==> src/rtl/spi_ram_arbiter_if.sv <==
// Request/acknowledge and RAM-side signals shared by the config-RAM arbiter.
// slave is the arbiter's view; master is the requesters-plus-RAM environment.
interface spi_ram_arbiter_if #(
  parameter int unsigned ADDR_WIDTH = 5,
  parameter int unsigned DATA_WIDTH = 24
);
  logic                  p0_req;
  logic                  p0_we;
  logic [ADDR_WIDTH-1:0] p0_addr;
  logic [DATA_WIDTH-1:0] p0_wdata;
  logic                  p0_ack;
  logic                  p0_err;
  logic [DATA_WIDTH-1:0] p0_rdata;

  logic                  p1_req;
  logic                  p1_we;
  logic [ADDR_WIDTH-1:0] p1_addr;
  logic [DATA_WIDTH-1:0] p1_wdata;
  logic                  p1_ack;
  logic                  p1_err;
  logic [DATA_WIDTH-1:0] p1_rdata;

  logic                  ram_cs;
  logic                  ram_we;
  logic                  ram_oe;
  logic [ADDR_WIDTH-1:0] ram_addr;
  logic [DATA_WIDTH-1:0] ram_wdata;
  logic [DATA_WIDTH-1:0] ram_rdata;
  logic                  busy;

  modport slave (
    input  p0_req, p0_we, p0_addr, p0_wdata,
    output p0_ack, p0_err, p0_rdata,
    input  p1_req, p1_we, p1_addr, p1_wdata,
    output p1_ack, p1_err, p1_rdata,
    output ram_cs, ram_we, ram_oe, ram_addr, ram_wdata,
    input  ram_rdata,
    output busy
  );

  modport master (
    output p0_req, p0_we, p0_addr, p0_wdata,
    input  p0_ack, p0_err, p0_rdata,
    output p1_req, p1_we, p1_addr, p1_wdata,
    input  p1_ack, p1_err, p1_rdata,
    input  ram_cs, ram_we, ram_oe, ram_addr, ram_wdata,
    output ram_rdata,
    input  busy
  );
endinterface

==> src/rtl/spi_ram_arbiter.sv <==
// Two-port round-robin arbiter for the single-port config RAM: one access every three
// cycles (IDLE -> ACCESS -> RESP), registered RAM controls and a one-cycle ack per port.
module spi_ram_arbiter #(
  parameter int unsigned ADDR_WIDTH = 5,
  parameter int unsigned DATA_WIDTH = 24,
  parameter int unsigned DEPTH      = 32
) (
  input logic               clk,
  input logic               rstn,
  spi_ram_arbiter_if.slave  bus
);

  typedef enum logic [1:0] {StIdle, StAccess, StResp} state_e;

  state_e                state_q;
  logic                  last_grant_q;
  logic                  port_q;
  logic                  we_q;
  logic                  err_q;
  logic                  busy_q;
  logic                  ram_cs_q, ram_we_q, ram_oe_q;
  logic [ADDR_WIDTH-1:0] ram_addr_q;
  logic [DATA_WIDTH-1:0] ram_wdata_q;
  logic                  p0_ack_q, p0_err_q, p1_ack_q, p1_err_q;
  logic [DATA_WIDTH-1:0] p0_rdata_q, p1_rdata_q;

  logic                  elig0, elig1, gnt_any, gnt1, addr_ok, sel_we;
  logic [ADDR_WIDTH-1:0] sel_addr;
  logic [DATA_WIDTH-1:0] sel_wdata;

  // A port whose ack is still high is dropping its request this cycle; ignore it.
  always_comb begin
    elig0     = bus.p0_req & ~p0_ack_q;
    elig1     = bus.p1_req & ~p1_ack_q;
    gnt_any   = elig0 | elig1;
    gnt1      = elig1 & (~elig0 | ~last_grant_q);
    sel_we    = gnt1 ? bus.p1_we    : bus.p0_we;
    sel_addr  = gnt1 ? bus.p1_addr  : bus.p0_addr;
    sel_wdata = gnt1 ? bus.p1_wdata : bus.p0_wdata;
    addr_ok   = 32'(sel_addr) < DEPTH;
  end

  always_ff @(posedge clk or negedge rstn) begin
    if (!rstn) begin
      state_q      <= StIdle;
      last_grant_q <= 1'b1;
      port_q       <= 1'b0;
      we_q         <= 1'b0;
      err_q        <= 1'b0;
      busy_q       <= 1'b0;
      ram_cs_q     <= 1'b0;
      ram_we_q     <= 1'b0;
      ram_oe_q     <= 1'b0;
      ram_addr_q   <= '0;
      ram_wdata_q  <= '0;
      p0_ack_q     <= 1'b0;
      p0_err_q     <= 1'b0;
      p0_rdata_q   <= '0;
      p1_ack_q     <= 1'b0;
      p1_err_q     <= 1'b0;
      p1_rdata_q   <= '0;
    end else begin
      p0_ack_q <= 1'b0;
      p0_err_q <= 1'b0;
      p1_ack_q <= 1'b0;
      p1_err_q <= 1'b0;
      case (state_q)
        StIdle: begin
          if (gnt_any) begin
            state_q      <= StAccess;
            busy_q       <= 1'b1;
            port_q       <= gnt1;
            last_grant_q <= gnt1;
            we_q         <= sel_we;
            err_q        <= ~addr_ok;
            ram_cs_q     <= addr_ok;
            ram_we_q     <= addr_ok & sel_we;
            ram_oe_q     <= addr_ok & ~sel_we;
            ram_addr_q   <= sel_addr;
            ram_wdata_q  <= sel_wdata;
          end
        end
        StAccess: begin
          state_q  <= StResp;
          ram_cs_q <= 1'b0;
          ram_we_q <= 1'b0;
          ram_oe_q <= 1'b0;
        end
        StResp: begin
          state_q <= StIdle;
          busy_q  <= 1'b0;
          if (!port_q) begin
            p0_ack_q <= 1'b1;
            p0_err_q <= err_q;
            if (err_q)      p0_rdata_q <= '0;
            else if (!we_q) p0_rdata_q <= bus.ram_rdata;
          end else begin
            p1_ack_q <= 1'b1;
            p1_err_q <= err_q;
            if (err_q)      p1_rdata_q <= '0;
            else if (!we_q) p1_rdata_q <= bus.ram_rdata;
          end
        end
        default: state_q <= StIdle;
      endcase
    end
  end

  assign bus.p0_ack    = p0_ack_q;
  assign bus.p0_err    = p0_err_q;
  assign bus.p0_rdata  = p0_rdata_q;
  assign bus.p1_ack    = p1_ack_q;
  assign bus.p1_err    = p1_err_q;
  assign bus.p1_rdata  = p1_rdata_q;
  assign bus.ram_cs    = ram_cs_q;
  assign bus.ram_we    = ram_we_q;
  assign bus.ram_oe    = ram_oe_q;
  assign bus.ram_addr  = ram_addr_q;
  assign bus.ram_wdata = ram_wdata_q;
  assign bus.busy      = busy_q;

endmodule

==> src/flat_wrapper.sv <==
// flat-port wrapper written by rule: the top's interface ports become plain ports
module spi_ram_arbiter_flat 
#(
  parameter int unsigned ADDR_WIDTH = 5,
  parameter int unsigned DATA_WIDTH = 24,
  parameter int unsigned DEPTH      = 32
)
  (clk, rstn, bus_p0_req, bus_p0_we, bus_p0_addr, bus_p0_wdata, bus_p0_ack, bus_p0_err, bus_p0_rdata, bus_p1_req, bus_p1_we, bus_p1_addr, bus_p1_wdata, bus_p1_ack, bus_p1_err, bus_p1_rdata, bus_ram_cs, bus_ram_we, bus_ram_oe, bus_ram_addr, bus_ram_wdata, bus_ram_rdata, bus_busy);
  spi_ram_arbiter_if #(.ADDR_WIDTH(ADDR_WIDTH), .DATA_WIDTH(DATA_WIDTH)) bus_i ();
  input logic clk;
  input logic rstn;
  input wire logic [$bits(bus_i.p0_req)-1:0] bus_p0_req;
  input wire logic [$bits(bus_i.p0_we)-1:0] bus_p0_we;
  input wire logic [$bits(bus_i.p0_addr)-1:0] bus_p0_addr;
  input wire logic [$bits(bus_i.p0_wdata)-1:0] bus_p0_wdata;
  output wire logic [$bits(bus_i.p0_ack)-1:0] bus_p0_ack;
  output wire logic [$bits(bus_i.p0_err)-1:0] bus_p0_err;
  output wire logic [$bits(bus_i.p0_rdata)-1:0] bus_p0_rdata;
  input wire logic [$bits(bus_i.p1_req)-1:0] bus_p1_req;
  input wire logic [$bits(bus_i.p1_we)-1:0] bus_p1_we;
  input wire logic [$bits(bus_i.p1_addr)-1:0] bus_p1_addr;
  input wire logic [$bits(bus_i.p1_wdata)-1:0] bus_p1_wdata;
  output wire logic [$bits(bus_i.p1_ack)-1:0] bus_p1_ack;
  output wire logic [$bits(bus_i.p1_err)-1:0] bus_p1_err;
  output wire logic [$bits(bus_i.p1_rdata)-1:0] bus_p1_rdata;
  output wire logic [$bits(bus_i.ram_cs)-1:0] bus_ram_cs;
  output wire logic [$bits(bus_i.ram_we)-1:0] bus_ram_we;
  output wire logic [$bits(bus_i.ram_oe)-1:0] bus_ram_oe;
  output wire logic [$bits(bus_i.ram_addr)-1:0] bus_ram_addr;
  output wire logic [$bits(bus_i.ram_wdata)-1:0] bus_ram_wdata;
  input wire logic [$bits(bus_i.ram_rdata)-1:0] bus_ram_rdata;
  output wire logic [$bits(bus_i.busy)-1:0] bus_busy;
  assign bus_i.p0_req = bus_p0_req;
  assign bus_i.p0_we = bus_p0_we;
  assign bus_i.p0_addr = bus_p0_addr;
  assign bus_i.p0_wdata = bus_p0_wdata;
  assign bus_p0_ack = bus_i.p0_ack;
  assign bus_p0_err = bus_i.p0_err;
  assign bus_p0_rdata = bus_i.p0_rdata;
  assign bus_i.p1_req = bus_p1_req;
  assign bus_i.p1_we = bus_p1_we;
  assign bus_i.p1_addr = bus_p1_addr;
  assign bus_i.p1_wdata = bus_p1_wdata;
  assign bus_p1_ack = bus_i.p1_ack;
  assign bus_p1_err = bus_i.p1_err;
  assign bus_p1_rdata = bus_i.p1_rdata;
  assign bus_ram_cs = bus_i.ram_cs;
  assign bus_ram_we = bus_i.ram_we;
  assign bus_ram_oe = bus_i.ram_oe;
  assign bus_ram_addr = bus_i.ram_addr;
  assign bus_ram_wdata = bus_i.ram_wdata;
  assign bus_i.ram_rdata = bus_ram_rdata;
  assign bus_busy = bus_i.busy;
  spi_ram_arbiter #(.ADDR_WIDTH(ADDR_WIDTH), .DATA_WIDTH(DATA_WIDTH), .DEPTH(DEPTH)) u_core (.clk(clk), .rstn(rstn), .bus(bus_i));
endmodule
==> config.mk <==
export PLATFORM = sky130hd
export DESIGN_NAME = spi_ram_arbiter_flat
export DESIGN_NICKNAME = d
export VERILOG_FILES = /design/src/rtl/spi_ram_arbiter_if.sv /design/src/rtl/spi_ram_arbiter.sv /design/src/flat_wrapper.sv
export SDC_FILE = /design/constraint.sdc
export NUM_CORES = 1
export LEC_CHECK = 0
export ABC_CLOCK_PERIOD_IN_PS = 1700
export CORE_ASPECT_RATIO = 0.75
export CORE_MARGIN = 4
export CORE_UTILIZATION = 55
export CTS_CLUSTER_SIZE = 40
export DETAILED_ROUTE_END_ITERATION = 16
export DONT_BUFFER_PORTS = 1
export PLACE_DENSITY_LB_ADDON = 0.15
export SLEW_MARGIN = 20
export SYNTH_ARGS = -nofsm -noshare
export SYNTH_HDL_FRONTEND = slang
export SYNTH_SLANG_ARGS = --single-unit
==> constraint.sdc <==
create_clock -name clk -period 1.7 [get_ports clk]
set_input_delay 0.255 -clock clk [delete_from_list [all_inputs] [get_ports clk]]
set_output_delay 0.255 -clock clk [all_outputs]
set_load 0.005 [all_outputs]
After elaboration in Yosys (flattened, before gate mapping)
Cells that the tools add are included.
Cells by class
  bitwise operators: 12
  reductions and logical operators: 8
  mux-type cells: 17
  equality and inequality tests: 3
Operator list (number)
  24-bit two-way mux: 2
  1-bit two-way mux: 8
  1-bit case mux with 2 select lines: 4
  1-bit NOT: 7
  2-bit AND reduction: 3
  3-bit AND reduction: 2
  5-bit two-way mux: 1
  2-bit case mux with 2 select lines: 1
  2-bit nonzero test: 2
  1-bit AND: 3
  2-bit by 1-bit equality test with 1-bit output (second input constant): 1
  2-bit equality test (second input constant): 1
  2-bit zero test: 1
  2-bit two-way mux: 1
  2-bit by 1-bit inequality test with 1-bit output (second input constant): 1
  1-bit bitwise OR: 2
Word-level totals
  bits of input ports: 88
  register bits after elaboration: 88

Depth between registers and ports, before layout
Gate-level depths: netlist of the first run.
  word-level depth: 9
  mapped depth: 6
  depth with buffers taken out: 5

Worst setup path before layout of the first run
OpenSTA, ideal clock, no wires.
  path kind: register to register
  from: register u_core.state_q[0]
  to: register u_core.p0_rdata_q[0], in the netlist u_core.bus.p0_rdata[0]
  arrival: 1.291 ns
  stages on the path, launching flop included: 5
  setup slack: 0.284 ns
  required time: 1.575 ns
  cell sequence: dfrtp_1 nand2b_4 nor3_4 buf_4 mux2_2
On the way
  cells in the longest elaborated chain, start to end: 2
Ends and longest elaborated chain
  start: declaration: line spi_ram_arbiter.sv:15  | state_e state_q;
  start signal: assignment: line spi_ram_arbiter.sv:45  | state_q <= StIdle;
  start signal: assignment: line spi_ram_arbiter.sv:70  | state_q <= StAccess;
  start signal: assignment: line spi_ram_arbiter.sv:84  | state_q <= StResp;
  2-bit equality test: line spi_ram_arbiter.sv:67  | case (state_q)
  3-bit AND reduction (no source line)
  end signal: assignment: line spi_ram_arbiter.sv:96  | else if (!we_q) p0_rdata_q <= bus.ram_rdata;
  end: declaration: line spi_ram_arbiter.sv:25  | logic [DATA_WIDTH-1:0] p0_rdata_q, p1_rdata_q;
Every way passes these cells.
A chain may end at the register's enable or synchronous reset.

Worst setup path in the final report of the first run
  from: register u_core.p0_ack_q, in the netlist u_core.bus.p0_ack
  to: register u_core.ram_wdata_q[11], in the netlist u_core.bus.ram_wdata[11]
On the way
  cells in the longest elaborated chain, start to end: 6
Ends and longest elaborated chain
  start: declaration: line spi_ram_arbiter.sv:24  | logic p0_ack_q, p0_err_q, p1_ack_q, p1_err_q;
  start signal: assignment: line spi_ram_arbiter.sv:56  | p0_ack_q <= 1'b0;
  start signal: assignment: line spi_ram_arbiter.sv:63  | p0_ack_q <= 1'b0;
  start signal: assignment: line spi_ram_arbiter.sv:93  | p0_ack_q <= 1'b1;
  1-bit NOT (*): line spi_ram_arbiter.sv:33  | elig0 = bus.p0_req & ~p0_ack_q;
  1-bit AND (*): line spi_ram_arbiter.sv:33
  1-bit NOT: line spi_ram_arbiter.sv:36  | gnt1 = elig1 & (~elig0 | ~last_grant_q);
  1-bit bitwise OR: line spi_ram_arbiter.sv:36
  1-bit AND: line spi_ram_arbiter.sv:36
  24-bit two-way mux: line spi_ram_arbiter.sv:39  | sel_wdata = gnt1 ? bus.p1_wdata : bus.p0_wdata;
  end signal: assignment: line spi_ram_arbiter.sv:80  | ram_wdata_q <= sel_wdata;
  end: declaration: line spi_ram_arbiter.sv:23  | logic [DATA_WIDTH-1:0] ram_wdata_q;
Mark *: on every way between the ends. The rest lies on a longest branch, timed or not.

==> run metrics, run 1 <==
R2R Setup Slk between 0.15 and 0.2 ns; Placed Cells around 370; first-pass GRT wire length around 12000 µm; worst skew pair latency 0.35 ns; drt via density 5.766; Total GRT Usage between 10% and 20%; Final Slew Violations 0; failing checks hold timing; antenna cell count 0; RSZ-0062 raised after global routing no; Initial Util 56.76%; Post-Place Setup Slack 0.1928 ns; commonest non-fill, non-tap cell in the layout dfrtp_1; power per cell area 1959 nW/µm²; clock skew between 0.006 and 0.007 ns; Crit Reg-Reg Startpoint u_core.bus.p0_ack$_DFF_PN0_; Final HPWL DP ~5300 µm; Top delay family on crit path flip-flops; switching share of total power a little over a third; commonest non-fill, non-tap cells in the layout 87 x dfrtp_1, 59 x a21oi_1, 48 x mux2_2; worst path bufs/invs 1; Die Span Y slightly below 80 µm; total number of vias 2243; CP Cell Sequence nor2b_2 > a21o_1 > buf_4 > nand2_1 > a21oi_1; root buf cell clkbuf_8; unique cell type count in the Yosys netlist 24; register share of total power between 50 and 60%; CTS sink count 88; Cells after Synth about 300; Site Rows 25; vias in the first global route roughly 2300; setup TNS 0 ns; Finished Cell Area a little under 4000 µm²; Final nets ~390; PortBufs 0; grt met3 use a little over a tenth; final hold violation count 88; initial antenna violation count 0; DP Area ~3700 µm²; Mapped Area around 3600 µm²; core footprint roughly 6300 µm²; Setup crit start kind flip-flop; nature of the critical path endpoint flip-flop; setup ws final slightly below 0.2 ns; CTS tree yes; share of cells above drive strength 1 between 20% and 30%; top cell type by total area after synthesis dfrtp_1; Seq cells post-synth between 80 and 90; die area about 7900 µm²; post-CTS sizing 0; Synth Warn # 0; grt ovf 0; Final ANT Viol Nets 0; drt pass-1 iters 4; post-synthesis sequential area ratio roughly 62%; clock network fraction of total power between 10% and 20%; CP Class reg2reg; peak supply drop ~0.89 mV; drt initial violations 101; Yosys top cell area share about 60%; WHS -0.4047 ns; Pleak around 1.7 nW; final worst path period share 88.54%; GPL Wtd Cong approximately 0.79; FF-to-FF path depth 5; Crit-path slowest cell dfrtp_1; crit path DAT ~1.8 ns; CP required slightly below 2 ns; Final setup viols 0; routed wire length around 7500 µm; P_int between 4 and 5 mW; drt drc 0; I/O Pins roughly 170; Max H-tree Level 3; largest net degree at the start of global routing a little under 90; Top Usage Layer GRT met2; clock-pin transition on the worst setup and hold timing paths 0.08 ns; Synth-to-Final Area Change 7.819%; Worst path max stage delay 0.42 ns; Logic pwr share ~29%; Die X-Extent between 100 and 150 µm; worst r2r dst u_core.bus.ram_wdata[11]$_DFFE_PN0P_; Non-Filler Instances 389; status finished with violations; top achievable clock speed 664.3 MHz; total net switching power 2.652 mW; Min-Delay Path Class in2async; WL/cell a little under 20 µm; Setup Fix Bufs, Post-CTS 0; clock tree buffer depth 2; Synth area leaders dfrtp_1 61%, mux2_2 15%, a21oi_1 8.4%; fillcell total around 520; M1 GR Usage between 20% and 30%; worst-path fanout max 30; MaxCap Viol Count 0; Period minus WS final ~1.5 ns; met2 Resource Use GR around 31%; Num CTS Buffers 9; Avg Synthesized Cell Area about 12 µm²
[registers in the layout, summed over array words and instances (netlist names), 2 cells and up]
register              flops
u_core.state_q            2
u_core.bus.p1_rdata      24
u_core.bus.ram_wdata     24
u_core.bus.p0_rdata      24
u_core.bus.ram_addr       5
[logic make-up after synthesis]
group	after synthesis	synth area share, %
AO/OA/AOI/OAI	66	9.712
buffers and inverters	21	3.471
flip-flops	88	61.75
multiplexers	49	15.43
other	1	0.1051
AND/OR/NAND/NOR	77	9.537
[layout make-up]
class / instances / area [µm²] / area share (%)
Clock inverter: 6 / 61.31 / 1.593
Clock buffer: 9 / 123.9 / 3.220
Timing Repair Buffer: 8 / 97.59 / 2.537
Tap cell: 81 / 101.3 / 2.634
Multi-Input combinational cell: 194 / 1249 / 32.46
Sequential cell: 88 / 2203 / 57.27
Inverter: 3 / 11.26 / 0.2927
[per-stage QoR]
stage / utilization (%) / power (mW) / hold WS (ns)
final: 61.19 / 7.537 / -0.4047
after global routing: 61.19 / 8.153 / -0.4370
after CTS: 61.19 / 7.627 / -0.4235
after detailed placement: 58.25 / 6.258 / -0.03861
after global placement: 58.25 / 6.153 / -0.03847
after floorplan: - / 5.587 / -0.04059
[worst max path at each step]
stage | startpoint | to | slack [ns] | depth (start not counted)
2_1_floorplan | u_core.state_q[0]$_DFFE_PN0P_ | u_core.bus.p0_rdata[0]$_DFFE_PN0P_ | 0.28 | 4
4_1_cts | u_core.bus.p0_ack$_DFF_PN0_ | u_core.bus.ram_wdata[11]$_DFFE_PN0P_ | 0.18 | 5
3_5_place_dp | u_core.bus.p0_ack$_DFF_PN0_ | u_core.bus.ram_wdata[11]$_DFFE_PN0P_ | 0.19 | 5
6_report | u_core.bus.p0_ack$_DFF_PN0_ | u_core.bus.ram_wdata[11]$_DFFE_PN0P_ | 0.19 | 5
3_3_place_gp | u_core.bus.p0_ack$_DFF_PN0_ | u_core.bus.ram_addr[3]$_DFFE_PN0P_ | 0.25 | 5
5_1_grt | u_core.bus.p0_ack$_DFF_PN0_ | u_core.bus.ram_addr[1]$_DFFE_PN0P_ | 0.06 | 5
[worst reg2reg max path, cell delays in order (launching register included)]
cell and delay (ns):
dfrtp_1 0.42, nor2b_2 0.25, a21o_1 0.19, buf_4 0.31, nand2_1 0.11, a21oi_1 0.15
[cell usage after synthesis]
cell type	instances
a21o_1	2
a21oi_1	60
and3_1	1
buf_2	12
buf_4	4
buf_6	2
conb_1	1
dfrtp_1	87
dfstp_2	1
inv_1	1
inv_2	2
mux2_2	48
mux2i_1	1
nand2_1	35
nand2b_1	2
nand2b_4	1
nand3_1	1
nor2_1	33
nor2b_1	1
nor2b_2	1
nor3_4	2
o21ai_0	2
o21ai_1	1
o21ai_4	1
[power by group through the flow]
| stage | logic [mW] | registers, mW | clock network [mW] |
|---|---|---|---|
| floorplan | 1.83 | 3.76 | 0 |
| global placement | 2.13 | 4.02 | 0 |
| detailed placement | 2.22 | 4.04 | 0 |
| CTS | 2.22 | 4.01 | 1.40 |
| global route | 2.54 | 4.12 | 1.50 |
| finish | 2.20 | 3.96 | 1.37 |
[routing by layer]
layer,vias up,part of all wire (%),wire (µm)
met2,109,48,3606
li1,1018,-,-
met1,1104,37,2781
met5,-,0,0
met3,12,13,980
met4,0,1.4,108
No activity file was read; power rests on OpenSTA's default activity.
==> run 2, diff against run 1 <==
CORE_UTILIZATION = 60   (was 55)
SKIP_CTS_REPAIR_TIMING = 1   (was not set)
TNS_END_PERCENT = 30   (was not set)
==> run 2 against run 1 <==
  * The flow still finishes with violations (hold timing)
  * Non-clock buffer count down 1
  * Critical path depth increased by 1
  * First-iteration DRC count decreased by 5.9%
  * Worst hold slack gained 0.019 ns
  * Core utilization rose by 5.5 points
  * Combinational power about the same
  * Clock power increased by 7%
  * Worst setup slack got worse by 0.017 ns
  * Sequential power hardly changed
  * Power increased by 1.7%
  * Design area up 0.46%
  * Critical endpoint is now u_core.bus.ram_addr[2]$_DFFE_PN0P_
  * Highest routed layer unchanged
==> run metrics, run 2 (same netlist as run 1, synthesis figures left out) <==
power per cell area 1983 nW/µm² (+1.2%); setup ws final 0.1781 ns (-0.01664 ns); worst skew pair latency 0.33 ns (-0.02 ns); Site Rows 24 (-4.0%); Final Slew Violations 0 (unchanged); Total GRT Usage 20.00% (+0.038 points); final worst path period share 89.52% (+0.98 points); core footprint 5796 µm² (-7.8%); CTS sink count 88 (unchanged); share of cells above drive strength 1 25.08% (-0.89 points); clock-pin transition on the worst setup and hold timing paths 0.08 ns (about the same); Post-Place Setup Slack 0.1794 ns (-0.01340 ns); Non-Filler Instances 385 (-1.0%); initial antenna violation count 0 (unchanged); Die X-Extent 97.05 µm (-3.9%); root buf cell clkbuf_8; failing checks hold timing; Synth-to-Final Area Change 8.310%; Power, Total 7.665 mW (+1.7%); Final ANT Viol Nets 0 (unchanged); drt via density 5.808 (+0.72%); crit path DAT 1.77 ns (about the same); routed wire length 7579 µm (+1.4%); vias in the first global route 2217 (-3.3%); Pleak 1.729 nW (+0.50%); worst-path fanout max 25 (-17%); PortBufs 0 (unchanged); Final nets 391 (-0.26%); Die Span Y 74.79 µm (-3.8%); total number of vias 2236 (-0.31%); first-pass GRT wire length 11390 µm (-6.5%); commonest non-fill, non-tap cell in the layout dfrtp_1; RSZ-0062 raised after global routing no; die area 7258 µm² (-7.6%); WHS -0.3861 ns (+0.01861 ns); Placed Cells 370 (-1.1%); final hold violation count 88 (unchanged); drt drc 0 (unchanged); Final HPWL DP 5489 µm (+3.9%); Num CTS Buffers 9 (unchanged); CP required 1.95 ns (-0.02 ns); commonest non-fill, non-tap cells in the layout 87 x dfrtp_1, 59 x a21oi_1, 48 x mux2_2; I/O Pins 173 (unchanged); drt initial violations 95 (-5.9%); clock tree buffer depth 2 (unchanged); drt pass-1 iters 4 (unchanged); clock skew 0.003654 ns (-0.002464 ns); grt ovf 0 (unchanged); CP Class reg2reg; top achievable clock speed 657.1 MHz (-1.1%); status finished with violations; Max H-tree Level 3 (unchanged); peak supply drop 1.111 mV (+25%); setup TNS 0 ns (unchanged); MaxCap Viol Count 0 (unchanged); Final setup viols 0 (unchanged); nature of the critical path endpoint flip-flop; Period minus WS final 1.522 ns (+0.01664 ns); antenna cell count 0 (unchanged); Setup crit start kind flip-flop; Initial Util 61.57% (+4.8 points); GPL Wtd Cong 0.7773 (-1.2%); largest net degree at the start of global routing 89 (unchanged); CTS tree yes; WL/cell 19.69 µm (+2.4%); Min-Delay Path Class in2async
-- run 2: final cells by class --
class	count	area (µm²)
sequential	88	2203
fill	447	1931
clock buffer	11	131.4
inverter	3	11.26
timing repair buffer	7	102.6
multi-input combinational	194	1249
tap	78	97.59
clock inverter	4	70.07
-- run 2: final timing paths --
kind / start / end / slack, ns / cells past startpoint
max in group asynchronous: rstn / u_core.last_grant_q$_DFFE_PN1P_ / 1.88 / 0
hold / removal: rstn / u_core.bus.p0_rdata[1]$_DFFE_PN0P_ / -0.39 / 0
min in group clk: bus_p0_wdata[5] / u_core.bus.ram_wdata[5]$_DFFE_PN0P_ / 0.04 / 2
setup reg to reg: u_core.bus.p0_ack$_DFF_PN0_ / u_core.bus.ram_addr[2]$_DFFE_PN0P_ / 0.18 / 6
hold reg to reg: u_core.last_grant_q$_DFFE_PN1P_ / u_core.last_grant_q$_DFFE_PN1P_ / 0.51 / 2
setup / recovery: u_core.bus.p0_ack$_DFF_PN0_ / u_core.bus.ram_addr[2]$_DFFE_PN0P_ / 0.18 / 6
-- run 2: critical path: stages, from the launching register on --
cell	delay, ns
dfrtp_1	0.42
nor2b_2	0.26
o21ai_4	0.16
inv_2	0.20
buf_12	0.19
nor2_1	0.05
a21oi_1	0.14
-- run 2: stage by stage --
| step | area (µm²) | utilization [%] |
|---|---|---|
| final | 3865 | 66.69 |
| after global routing | 3865 | 66.69 |
| after CTS | 3865 | 66.69 |
| after detailed placement | 3664 | 63.21 |
| after global placement | 3664 | 63.21 |
| after floorplan | 3572 | - |
-- run 2: where the power goes --
part           internal, mW  switching [mW]  leakage [nW]
Clock                 0.817           0.657         0.103
Sequential             3.13           0.845          1.05
Combinational          1.09            1.12         0.579
-- run 2: routing by layer --
metal  share of wire, %  up-vias  track usage, %
met4               0.55        0           5.140
li1                   -     1013               -
met3                 10        4           8.889
met1                 38     1113           23.95
met5                  0        -               0
met2                 51      106           33.94
==> run 3, diff against run 2 <==
CORE_UTILIZATION = 35   (was 60)
==> run 3 against run 2 <==
  * The run still ends with hold timing left
  * Maximum frequency is 0.10% higher
  * Non-clock buffer count is 1 lower
  * Register-to-register slack barely moved
  * Sequential power about the same
  * Sequential cell count stayed put
  * Sequential share of layout area is 1.5 points lower
  * Critical path depth down 1
  * Core utilization decreased by 26 points
  * Critical path type unchanged
  * Highest routed layer unchanged
==> run metrics, run 3 (same netlist as run 1, synthesis figures left out) <==
CP Class reg2reg; CTS tree yes; Final HPWL DP 5799 µm (+5.7%); clock skew 0.003787 ns (+0.0001330 ns); vias in the first global route 2376 (+7.2%); Die X-Extent 124.6 µm (+28%); largest net degree at the start of global routing 89 (unchanged); Num CTS Buffers 9 (unchanged); final hold violation count 88 (unchanged); Worst path max stage delay 0.41 ns (about the same); WL/cell 18.93 µm (-3.9%); final worst path period share 89.43% (-0.092 points); first-pass GRT wire length 13060 µm (+15%); Min-Delay Path Class in2async; peak supply drop 0.7366 mV (-34%); total net switching power 2.702 mW (+2.8%); clock-pin transition on the worst setup and hold timing paths 0.06 ns (-0.02 ns); Crit Reg-Reg Startpoint u_core.bus.p0_ack$_DFF_PN0_; Final ANT Viol Nets 0 (unchanged); setup ws final 0.1797 ns (+0.001558 ns); WHS -0.3841 ns (+0.001962 ns); Setup crit start kind flip-flop; drt via density 5.144 (-11%); Final nets 390 (-0.26%); grt ovf 0 (unchanged); drt pass-1 iters 4 (unchanged); total number of vias 2243 (+0.31%); Die Span Y 95.45 µm (+28%); Period minus WS final 1.520 ns (-0.001558 ns); CP required 1.96 ns (about the same); worst skew pair latency 0.33 ns (about the same); switching share of total power 34.28% (about the same); worst path bufs/invs 1 (-1); drt drc 0 (unchanged); root buf cell clkbuf_16; share of cells above drive strength 1 24.34% (-0.74 points); setup TNS 0 ns (unchanged); Finished Cell Area 3966 µm² (+2.6%); Site Rows 31 (+29%); worst r2r dst u_core.bus.ram_wdata[23]$_DFFE_PN0P_; Pleak 1.742 nW (+0.71%); antenna cell count 0 (unchanged); worst-path fanout max 30 (+20%); failing checks hold timing; critical path depth 5 (-1); P_int 5.179 mW (+2.8%); Final Slew Violations 0 (unchanged); core footprint 9813 µm² (+69%); commonest non-fill, non-tap cells in the layout 87 x dfrtp_1, 59 x a21oi_1, 48 x mux2_2; Final setup viols 0 (unchanged); routed wire length 8252 µm (+8.9%); commonest non-fill, non-tap cell in the layout dfrtp_1; CP Cell Sequence nor2b_2 > a21o_1 > buf_4 > nand2_1 > a21oi_1; Post-Place Setup Slack 0.1497 ns (-0.02971 ns); nature of the critical path endpoint flip-flop; top achievable clock speed 657.7 MHz (+0.10%); Synth-to-Final Area Change 11.15%; RSZ-0062 raised after global routing no; GPL Wtd Cong 0.6905 (-11%); PortBufs 0 (unchanged); initial antenna violation count 0 (unchanged); Logic pwr share 27.9% (-1.0 points); die area 11890 µm² (+64%); DP Area 3724 µm² (+1.6%); Total GRT Usage 14.09% (-5.9 points); MaxCap Viol Count 0 (unchanged); crit path DAT 1.78 ns (about the same); status finished with violations; drt initial violations 92 (-3.2%); Top delay family on crit path flip-flops; power per cell area 1987 nW/µm² (+0.20%); Initial Util 36.36% (-25 points); Crit-path slowest cell dfrtp_1; register share of total power 50.6% (-1.3 points); CTS sink count 88 (unchanged); clock tree buffer depth 2 (unchanged); R2R Setup Slk 0.18 ns (about the same); clock network fraction of total power 21.5% (+2.3 points); FF-to-FF path depth 5 (-1); Max H-tree Level 3 (unchanged); I/O Pins 173 (unchanged)
[run 3: cell types whose count changed in the layout (fill, tap and decap cells not counted), sizes merged]
| cell | before | now |
|---|---|---|
| bufinv | 2 | 0 |
| buf | 7 | 6 |
[run 3: how the worst max path moves through the flow]
stage,startpoint,end,slack (ns)
detailed placement,u_core.bus.p0_ack$_DFF_PN0_,u_core.bus.ram_wdata[23]$_DFFE_PN0P_,0.15
floorplan,u_core.state_q[0]$_DFFE_PN0P_,u_core.bus.p0_rdata[0]$_DFFE_PN0P_,0.28
CTS,u_core.bus.p0_ack$_DFF_PN0_,u_core.bus.ram_wdata[23]$_DFFE_PN0P_,0.16
finish,u_core.bus.p0_ack$_DFF_PN0_,u_core.bus.ram_wdata[23]$_DFFE_PN0P_,0.18
global route,u_core.bus.p0_ack$_DFF_PN0_,u_core.bus.ram_wdata[8]$_DFFE_PN0P_,0.04
global placement,u_core.bus.p0_ack$_DFF_PN0_,u_core.bus.ram_wdata[15]$_DFFE_PN0P_,0.25
[run 3: area by class of cell]
type | count | area (µm²)
flip-flops and latches | 88 | 2203
well taps | 132 | 165.2
clock buffers | 11 | 232.7
inverters | 3 | 11.26
clock inverters | 2 | 10.01
repair buffers | 6 | 95.09
multi-input cells | 194 | 1249
fillers | 929 | 5847
[run 3: layer usage]
metal | track usage, % | vias to the layer above | share of wire (%)
li1 | - | 1016 | -
met1 | 17.48 | 1111 | 41
met2 | 20.86 | 104 | 47
met3 | 8.231 | 12 | 11
met4 | 4.197 | 0 | 1.4
met5 | 0 | - | 0
[run 3: power groups by stage]
stage                     logic (mW)  registers (mW)  clock network [mW]
after floorplan                 1.83            3.76                   0
after global placement          2.15            4.06                   0
after detailed placement        2.24            4.05                   0
after CTS                       2.23            4.03                1.75
after global routing            2.49            4.13                1.85
final                           2.20            3.99                1.69
[run 3: worst register-to-register path, stage by stage (launching register included)]
cell,delay (ns)
dfrtp_1,0.41
nor2b_2,0.24
a21o_1,0.20
buf_4,0.32
nand2_1,0.12
a21oi_1,0.14
[run 3: per-stage QoR]
step / util, % / power, mW / std cells
2_1_floorplan: - / 5.587 / 303
3_3_place_gp: 37.94 / 6.209 / 423
3_5_place_dp: 37.94 / 6.290 / 423
4_1_cts: 40.42 / 8.011 / 436
5_1_grt: 40.42 / 8.476 / 436
6_report: 40.42 / 7.881 / 436
